<file path="src/rtl/axis_round_divider.sv">
// Sequential signed divider: Q = A / B, one quotient bit per clock, convergent rounding
// of the magnitude, saturation to A_WIDTH bits and a fixed divide-by-zero result.
module axis_round_divider #(
    parameter int unsigned A_WIDTH = 16,
    parameter int unsigned B_WIDTH = 16
) (
    input  logic                       aclk,
    input  logic                       aresetn,
    input  logic [A_WIDTH+B_WIDTH-1:0] s_axis_tdata,
    input  logic                       s_axis_tvalid,
    output logic                       s_axis_tready,
    output logic [A_WIDTH-1:0]         m_axis_tdata,
    output logic                       m_axis_tvalid,
    input  logic                       m_axis_tready
);

    localparam int unsigned CNT_W = $clog2(A_WIDTH + 1);
    localparam int unsigned R_W   = B_WIDTH + 1;
    localparam int unsigned S_W   = A_WIDTH + 1;
    localparam logic [A_WIDTH-1:0] POS_MAX = {1'b0, {(A_WIDTH-1){1'b1}}};
    localparam logic [A_WIDTH-1:0] NEG_MIN = {1'b1, {(A_WIDTH-1){1'b0}}};

    typedef enum logic [1:0] {
        IDLE  = 2'd0,
        CALC  = 2'd1,
        ROUND = 2'd2,
        DONE  = 2'd3
    } state_t;

    state_t state, state_nxt;

    // a_q starts as |A| and fills with quotient bits from the LSB as dividend bits shift out
    logic [A_WIDTH-1:0] a_q, a_nxt;
    logic [B_WIDTH-1:0] b_q, b_nxt;
    logic [R_W-1:0]     rem_q, rem_nxt;
    logic [CNT_W-1:0]   cnt_q, cnt_nxt;
    logic               sign_q, sign_nxt;
    logic               a_neg_q, a_neg_nxt;
    logic               b_zero_q, b_zero_nxt;
    logic [A_WIDTH-1:0] tdata_nxt;
    logic               tvalid_nxt;
    logic               tready_nxt;

    logic [A_WIDTH-1:0] a_in, a_abs;
    logic [B_WIDTH-1:0] b_in, b_abs;
    logic               accept;
    logic               calc_last;
    logic [R_W-1:0]     rem_shift, rem_step, b_ext;
    logic               sub_ok;
    logic [B_WIDTH+1:0] rem_dbl, b_cmp;
    logic               round_up;
    logic [S_W-1:0]     mag, sres;
    logic [A_WIDTH-1:0] sat, result;

    assign a_in  = s_axis_tdata[A_WIDTH-1:0];
    assign b_in  = s_axis_tdata[A_WIDTH+B_WIDTH-1:A_WIDTH];
    assign a_abs = a_in[A_WIDTH-1] ? (~a_in + A_WIDTH'(1)) : a_in;
    assign b_abs = b_in[B_WIDTH-1] ? (~b_in + B_WIDTH'(1)) : b_in;

    assign accept = (state == IDLE) && s_axis_tready && s_axis_tvalid;
    // CALC runs A_WIDTH step cycles plus one cycle that retires the counter
    assign calc_last = (cnt_q == CNT_W'(A_WIDTH));

    // Restoring division step
    assign b_ext     = {1'b0, b_q};
    assign rem_shift = {rem_q[B_WIDTH-1:0], a_q[A_WIDTH-1]};
    assign sub_ok    = (rem_shift >= b_ext);
    assign rem_step  = sub_ok ? (rem_shift - b_ext) : rem_shift;

    // Round half to even on the magnitude, then apply sign and saturate
    assign rem_dbl  = {rem_q, 1'b0};
    assign b_cmp    = {2'b00, b_q};
    assign round_up = (rem_dbl > b_cmp) || ((rem_dbl == b_cmp) && a_q[0]);
    assign mag      = {1'b0, a_q} + S_W'(round_up);
    assign sres     = sign_q ? (~mag + S_W'(1)) : mag;
    assign sat      = (sres[S_W-1] != sres[S_W-2]) ? (sres[S_W-1] ? NEG_MIN : POS_MAX)
                                                   : sres[A_WIDTH-1:0];
    assign result   = b_zero_q ? (a_neg_q ? NEG_MIN : POS_MAX) : sat;

    always_ff @(posedge aclk or negedge aresetn) begin
        if (!aresetn) begin
            state <= IDLE;
        end else begin
            state <= state_nxt;
        end
    end

    always_comb begin
        state_nxt = state;
        case (state)
            IDLE:    if (accept)        state_nxt = CALC;
            CALC:    if (calc_last)     state_nxt = ROUND;
            ROUND:                      state_nxt = DONE;
            DONE:    if (m_axis_tready) state_nxt = IDLE;
            default:                    state_nxt = IDLE;
        endcase
    end

    always_comb begin
        a_nxt      = a_q;
        b_nxt      = b_q;
        rem_nxt    = rem_q;
        cnt_nxt    = cnt_q;
        sign_nxt   = sign_q;
        a_neg_nxt  = a_neg_q;
        b_zero_nxt = b_zero_q;
        tdata_nxt  = m_axis_tdata;
        tvalid_nxt = m_axis_tvalid;
        tready_nxt = (state_nxt == IDLE);
        case (state)
            IDLE: begin
                if (accept) begin
                    a_nxt      = a_abs;
                    b_nxt      = b_abs;
                    rem_nxt    = '0;
                    cnt_nxt    = '0;
                    sign_nxt   = a_in[A_WIDTH-1] ^ b_in[B_WIDTH-1];
                    a_neg_nxt  = a_in[A_WIDTH-1];
                    b_zero_nxt = (b_in == '0);
                end
            end
            CALC: begin
                if (calc_last) begin
                    cnt_nxt = '0;
                end else begin
                    rem_nxt = rem_step;
                    a_nxt   = {a_q[A_WIDTH-2:0], sub_ok};
                    cnt_nxt = cnt_q + CNT_W'(1);
                end
            end
            ROUND: begin
                tdata_nxt  = result;
                tvalid_nxt = 1'b1;
            end
            DONE: begin
                if (m_axis_tready) tvalid_nxt = 1'b0;
            end
            default: ;
        endcase
    end

    always_ff @(posedge aclk or negedge aresetn) begin
        if (!aresetn) begin
            a_q           <= '0;
            b_q           <= '0;
            rem_q         <= '0;
            cnt_q         <= '0;
            sign_q        <= 1'b0;
            a_neg_q       <= 1'b0;
            b_zero_q      <= 1'b0;
            m_axis_tdata  <= '0;
            m_axis_tvalid <= 1'b0;
            s_axis_tready <= 1'b0;
        end else begin
            a_q           <= a_nxt;
            b_q           <= b_nxt;
            rem_q         <= rem_nxt;
            cnt_q         <= cnt_nxt;
            sign_q        <= sign_nxt;
            a_neg_q       <= a_neg_nxt;
            b_zero_q      <= b_zero_nxt;
            m_axis_tdata  <= tdata_nxt;
            m_axis_tvalid <= tvalid_nxt;
            s_axis_tready <= tready_nxt;
        end
    end

endmodule

</file>
<file path="config.mk">
export PLATFORM = sky130hd
export DESIGN_NAME = axis_round_divider
export DESIGN_NICKNAME = d
export VERILOG_FILES = /design/src/rtl/axis_round_divider.sv
export SDC_FILE = /design/constraint.sdc
export NUM_CORES = 1
export LEC_CHECK = 0
export ABC_CLOCK_PERIOD_IN_PS = 6100
export BUFFER_PORTS_ARGS = -buffer_cell sky130_fd_sc_hd__buf_2
export CORE_MARGIN = 2
export CORE_UTILIZATION = 55
export DETAILED_ROUTE_END_ITERATION = 8
export GPL_TIMING_DRIVEN = 0
export HOLD_SLACK_MARGIN = 0.1
export PLACE_DENSITY = 0.74
export SLEW_MARGIN = 20
export SYNTH_ARGS = -nofsm -noshare
export SYNTH_HDL_FRONTEND = slang
export SYNTH_SLANG_ARGS = --single-unit
</file>
<file path="constraint.sdc">
create_clock -name aclk -period 6.1 [get_ports aclk]
set_clock_uncertainty 0.1 [all_clocks]
set_input_delay 0.915 -clock aclk [delete_from_list [all_inputs] [get_ports aclk]]
set_output_delay 0.915 -clock aclk [all_outputs]
set_load 0.02 [all_outputs]
</file>
==> results.py <==
metrics = {
    "clock_network": {
        "worstSkewPairLatency_ps": 360,
        "cts_resized": 0,
        "cts_buffer_depth": 2,
        "cts.clk_slew.worst_paths_ps": 70,
        "cts_root_buf": "clkbuf_16",
        "htree_levels": 3,
        "cts_tree": "yes",
        "cts_inserted_buffers": 9,
        "cts_num_sinks": 77,
        "cts_hold_buffers": 0,
        "post-cts-setup-buffer-count": 0,
    },
    "timing": {
        "max_freq_ghz": 0.195,
        "whs_ps": 376,
        "rsz0062_at_grt": "false",
        "hold_viol": 0,
        "finalSetupTns_ps": 0,
        "period_share": 0.843,
        "worst_pin_slew_ps": 1030,
        "maxSlewHeadroom": 0.311,
        "maxSlewViolCount": 0,
        "finalSetupViolations": 0,
        "period_needed_ps": 5140,
    },
    "place": {
        "gp_congestion": 0.927,
        "place_area_sq_um": 6670,
        "numPortBuffers": 53,
        "hpwl_microns": 12400,
        "dp_cells": 954,
    },
    "finish": {
        "finalNonFillerCells": 970,
        "drive_above_1_share": 0.140,
        "fin_area_sq_um": 6970,
        "fillCellCount": 958,
        "antenna_cells": 0,
        "area_growth_pct": 12.3,
        "nNetsFinal": 885,
    },
    "setup_path": {
        "worst_ep_required_time_ps": 6230,
        "regToRegStartpoint": "rem_q[7]$_DFFE_PN0P_",
        "critPathCaptureType": "flip-flop",
        "max_stage_delay_ps": 470,
        "arrival_ps": 5270,
        "cpMaxStageDelayCell": "or4b_1",
        "crit_fanout": 10,
        "worstRegToRegCells": 21,
        "crit_chain": "ha_1, and3_1, nand4_1, nor2_1, nor2_1, nand2_1, o21ai_0, a31oi_1, ha_1, ha_1, inv_1, ha_1, or4b_1, o31ai_2, o31a_2, o2111ai_4, o31ai_4, xnor2_1, a31oi_4, buf_6, o22ai_2",
        "worst_r2r_endpoint": "m_axis_tdata[13]$_DFFE_PN0P_",
        "start_kind": "flip-flop",
        "rrSetupSlack_ps": 960,
        "worstSetupPathType": "flip-flop to flip-flop",
        "crit_top_cell": "ha_1",
    },
    "logic_synthesis": {
        "yosys_warnings": 0,
        "ys_seq_area_frac": 0.310,
        "syn_inst": 760,
        "synth_edf_count": 0,
        "ys_async_sr_fraction": 1.00,
        "syn_area_sq_um": 6210,
        "ys_dominant_reg_cell": "dfrtp_1",
        "synth_largest_area_cell": "dfrtp_1",
        "postSynthAreaPerCell_sq_um": 8.17,
        "synth_top_area_share": 0.310,
        "synth_seq_cells": 77,
        "ys_types": 75,
        "synth_fp_nets": 820,
        "synth_area_leaders": "dfrtp_1 (31%), o21ai_0 (6.9%), nand2_1 (5.4%)",
    },
    "floorplanning": {
        "fp.dieW_microns": 110,
        "core_area_sq_um": 10900,
        "io_pins": 54,
        "die_h_microns": 110,
        "die-area_sq_um": 12200,
        "initial_core_util": 0.568,
        "rows": 38,
    },
    "grt": {
        "grt_overflow": 0,
        "grt_start_max_net_pins": 42,
        "antenna_found_initial": 0,
        "grt_pass1_wl_microns": 27200,
        "grt_usage": 0.289,
        "grt_pass1_vias": 5691,
    },
    "status": {
        "outcome": "completed",
    },
    "power": {
        "ir_drop_uv": 322,
        "cellLeakagePower_nw": 2.99,
        "power_mw": 4.15,
        "power_density_nw_per_um2": 595,
    },
    "detailed_routing": {
        "vias": 5835,
        "route.detailed.drc": 0,
        "dr.first_iter.drc_count": 437,
        "firstDrtPassIters": 5,
        "postRouteAntennaNets": 0,
        "vias_per_cell": 6.02,
        "drt_wl_total_microns": 16700,
        "wire_per_inst_microns": 17.3,
    },
    "hold_path": {
        "holdPathEnd": "m_axis_tvalid$_DFFE_PN0P_",
        "hold_depth": 1,
        "hold_start": "m_axis_tvalid$_DFFE_PN0P_",
        "hold_class": "flip-flop to flip-flop",
    },
    "run": {
        "max-cap-violations": 0,
    },
}
[sequential cells by signal (all words and copies together) (netlist names)]
register and count:
m_axis_tdata 16, a_neg_q 1, b_zero_q 1, cnt_q 5, rem_q 17, m_axis_tvalid 1, state 2, a_q 16
s_axis_tready 1, sign_q 1, b_q 16
[power breakdown]
group	leakage, nW	internal [mW]	switching (mW)
clock network	0.138	0.318	0.238
logic	1.95	1.10	1.57
registers	0.898	0.730	0.188
[stage by stage]
stage,worst slack [ps],utilization
2_1_floorplan,1650,-
3_3_place_gp,1080,0.608
3_5_place_dp,1010,0.610
4_1_cts,977,0.637
5_1_grt,589,0.637
6_report,960,0.637
[kinds of logic after synthesis]
kind of cell	after synthesis	synth area share
flops	77	0.310
buf+inv	80	0.0568
xor+xnor	65	0.0959
mux	18	0.0292
compound gates	221	0.238
fa+ha+maj	24	0.0496
simple gates	275	0.220
[synthesized netlist by cell type, drive strengths merged, types with 11 or more instances]
library cell and number:
inv 37, a21oi 35, nand3 21, nand4 17, nand2 91, o22ai 16, xnor2 35, nor3 13
dfrtp 77, nor2b 14, ha 23, o31ai 11, buf 18, clkbuf 25, mux2i 17, xor2 30
nor2 64, o21ai 91, a21o 12
[layer usage]
| metal | track usage | wire length, microns | up-vias |
|---|---|---|---|
| met5 | 0 | 0 | - |
| met4 | 0.114 | 429 | 0 |
| met3 | 0.0400 | 720 | 34 |
| met2 | 0.526 | 8500 | 159 |
| met1 | 0.342 | 7090 | 2790 |
| li1 | - | - | 2852 |
[critical path: cells and delay by family, from the launching register on]
kind	cells	cell delay (ps)
buffers and inverters	2	290
XOR/XNOR	1	180
flip-flops	1	400
AO/OA/AOI/OAI	8	1530
adder cells (fa/ha/maj)	4	1330
AND/OR/NAND/NOR	6	1180
[placed cells by master, fill, tap and decap left out, types with 10 or more instances in the layout]
cell	instances
nor2_1	64
clkbuf_1	25
xor2_1	30
nand2_1	90
nand3_1	21
inv_1	37
ha_1	23
a21oi_1	35
nor3_1	10
a21o_1	12
dfrtp_1	77
nand4_1	16
xnor2_1	33
mux2i_1	17
o21ai_0	86
nor2b_1	14
buf_2	58
o22ai_2	10
[worst max path at each step]
stage	cells after the start	to	startpoint	slack, ps
floorplan	22	m_axis_tdata[13]$_DFFE_PN0P_	rem_q[2]$_DFFE_PN0P_	1650
global placement	23	m_axis_tdata[12]$_DFFE_PN0P_	b_q[3]$_DFFE_PN0P_	1080
detailed placement	21	m_axis_tdata[13]$_DFFE_PN0P_	rem_q[7]$_DFFE_PN0P_	1010
CTS	21	m_axis_tdata[13]$_DFFE_PN0P_	rem_q[6]$_DFFE_PN0P_	980
global route	23	m_axis_tdata[13]$_DFFE_PN0P_	b_q[3]$_DFFE_PN0P_	590
finish	21	m_axis_tdata[13]$_DFFE_PN0P_	rem_q[7]$_DFFE_PN0P_	960
[final cells by class]
class / instances / area, sq um / area share
repair buffers: 54 / 288 / 0.0413
plain buffers: 43 / 214 / 0.0307
flip-flops and latches: 77 / 1930 / 0.276
clock buffers: 9 / 225 / 0.0323
inverters: 37 / 139 / 0.0199
well taps: 140 / 175 / 0.0251
multi-input cells: 603 / 3930 / 0.563
clock inverters: 7 / 75.1 / 0.0108
Note: power is estimated with default switching activity, not from simulation.
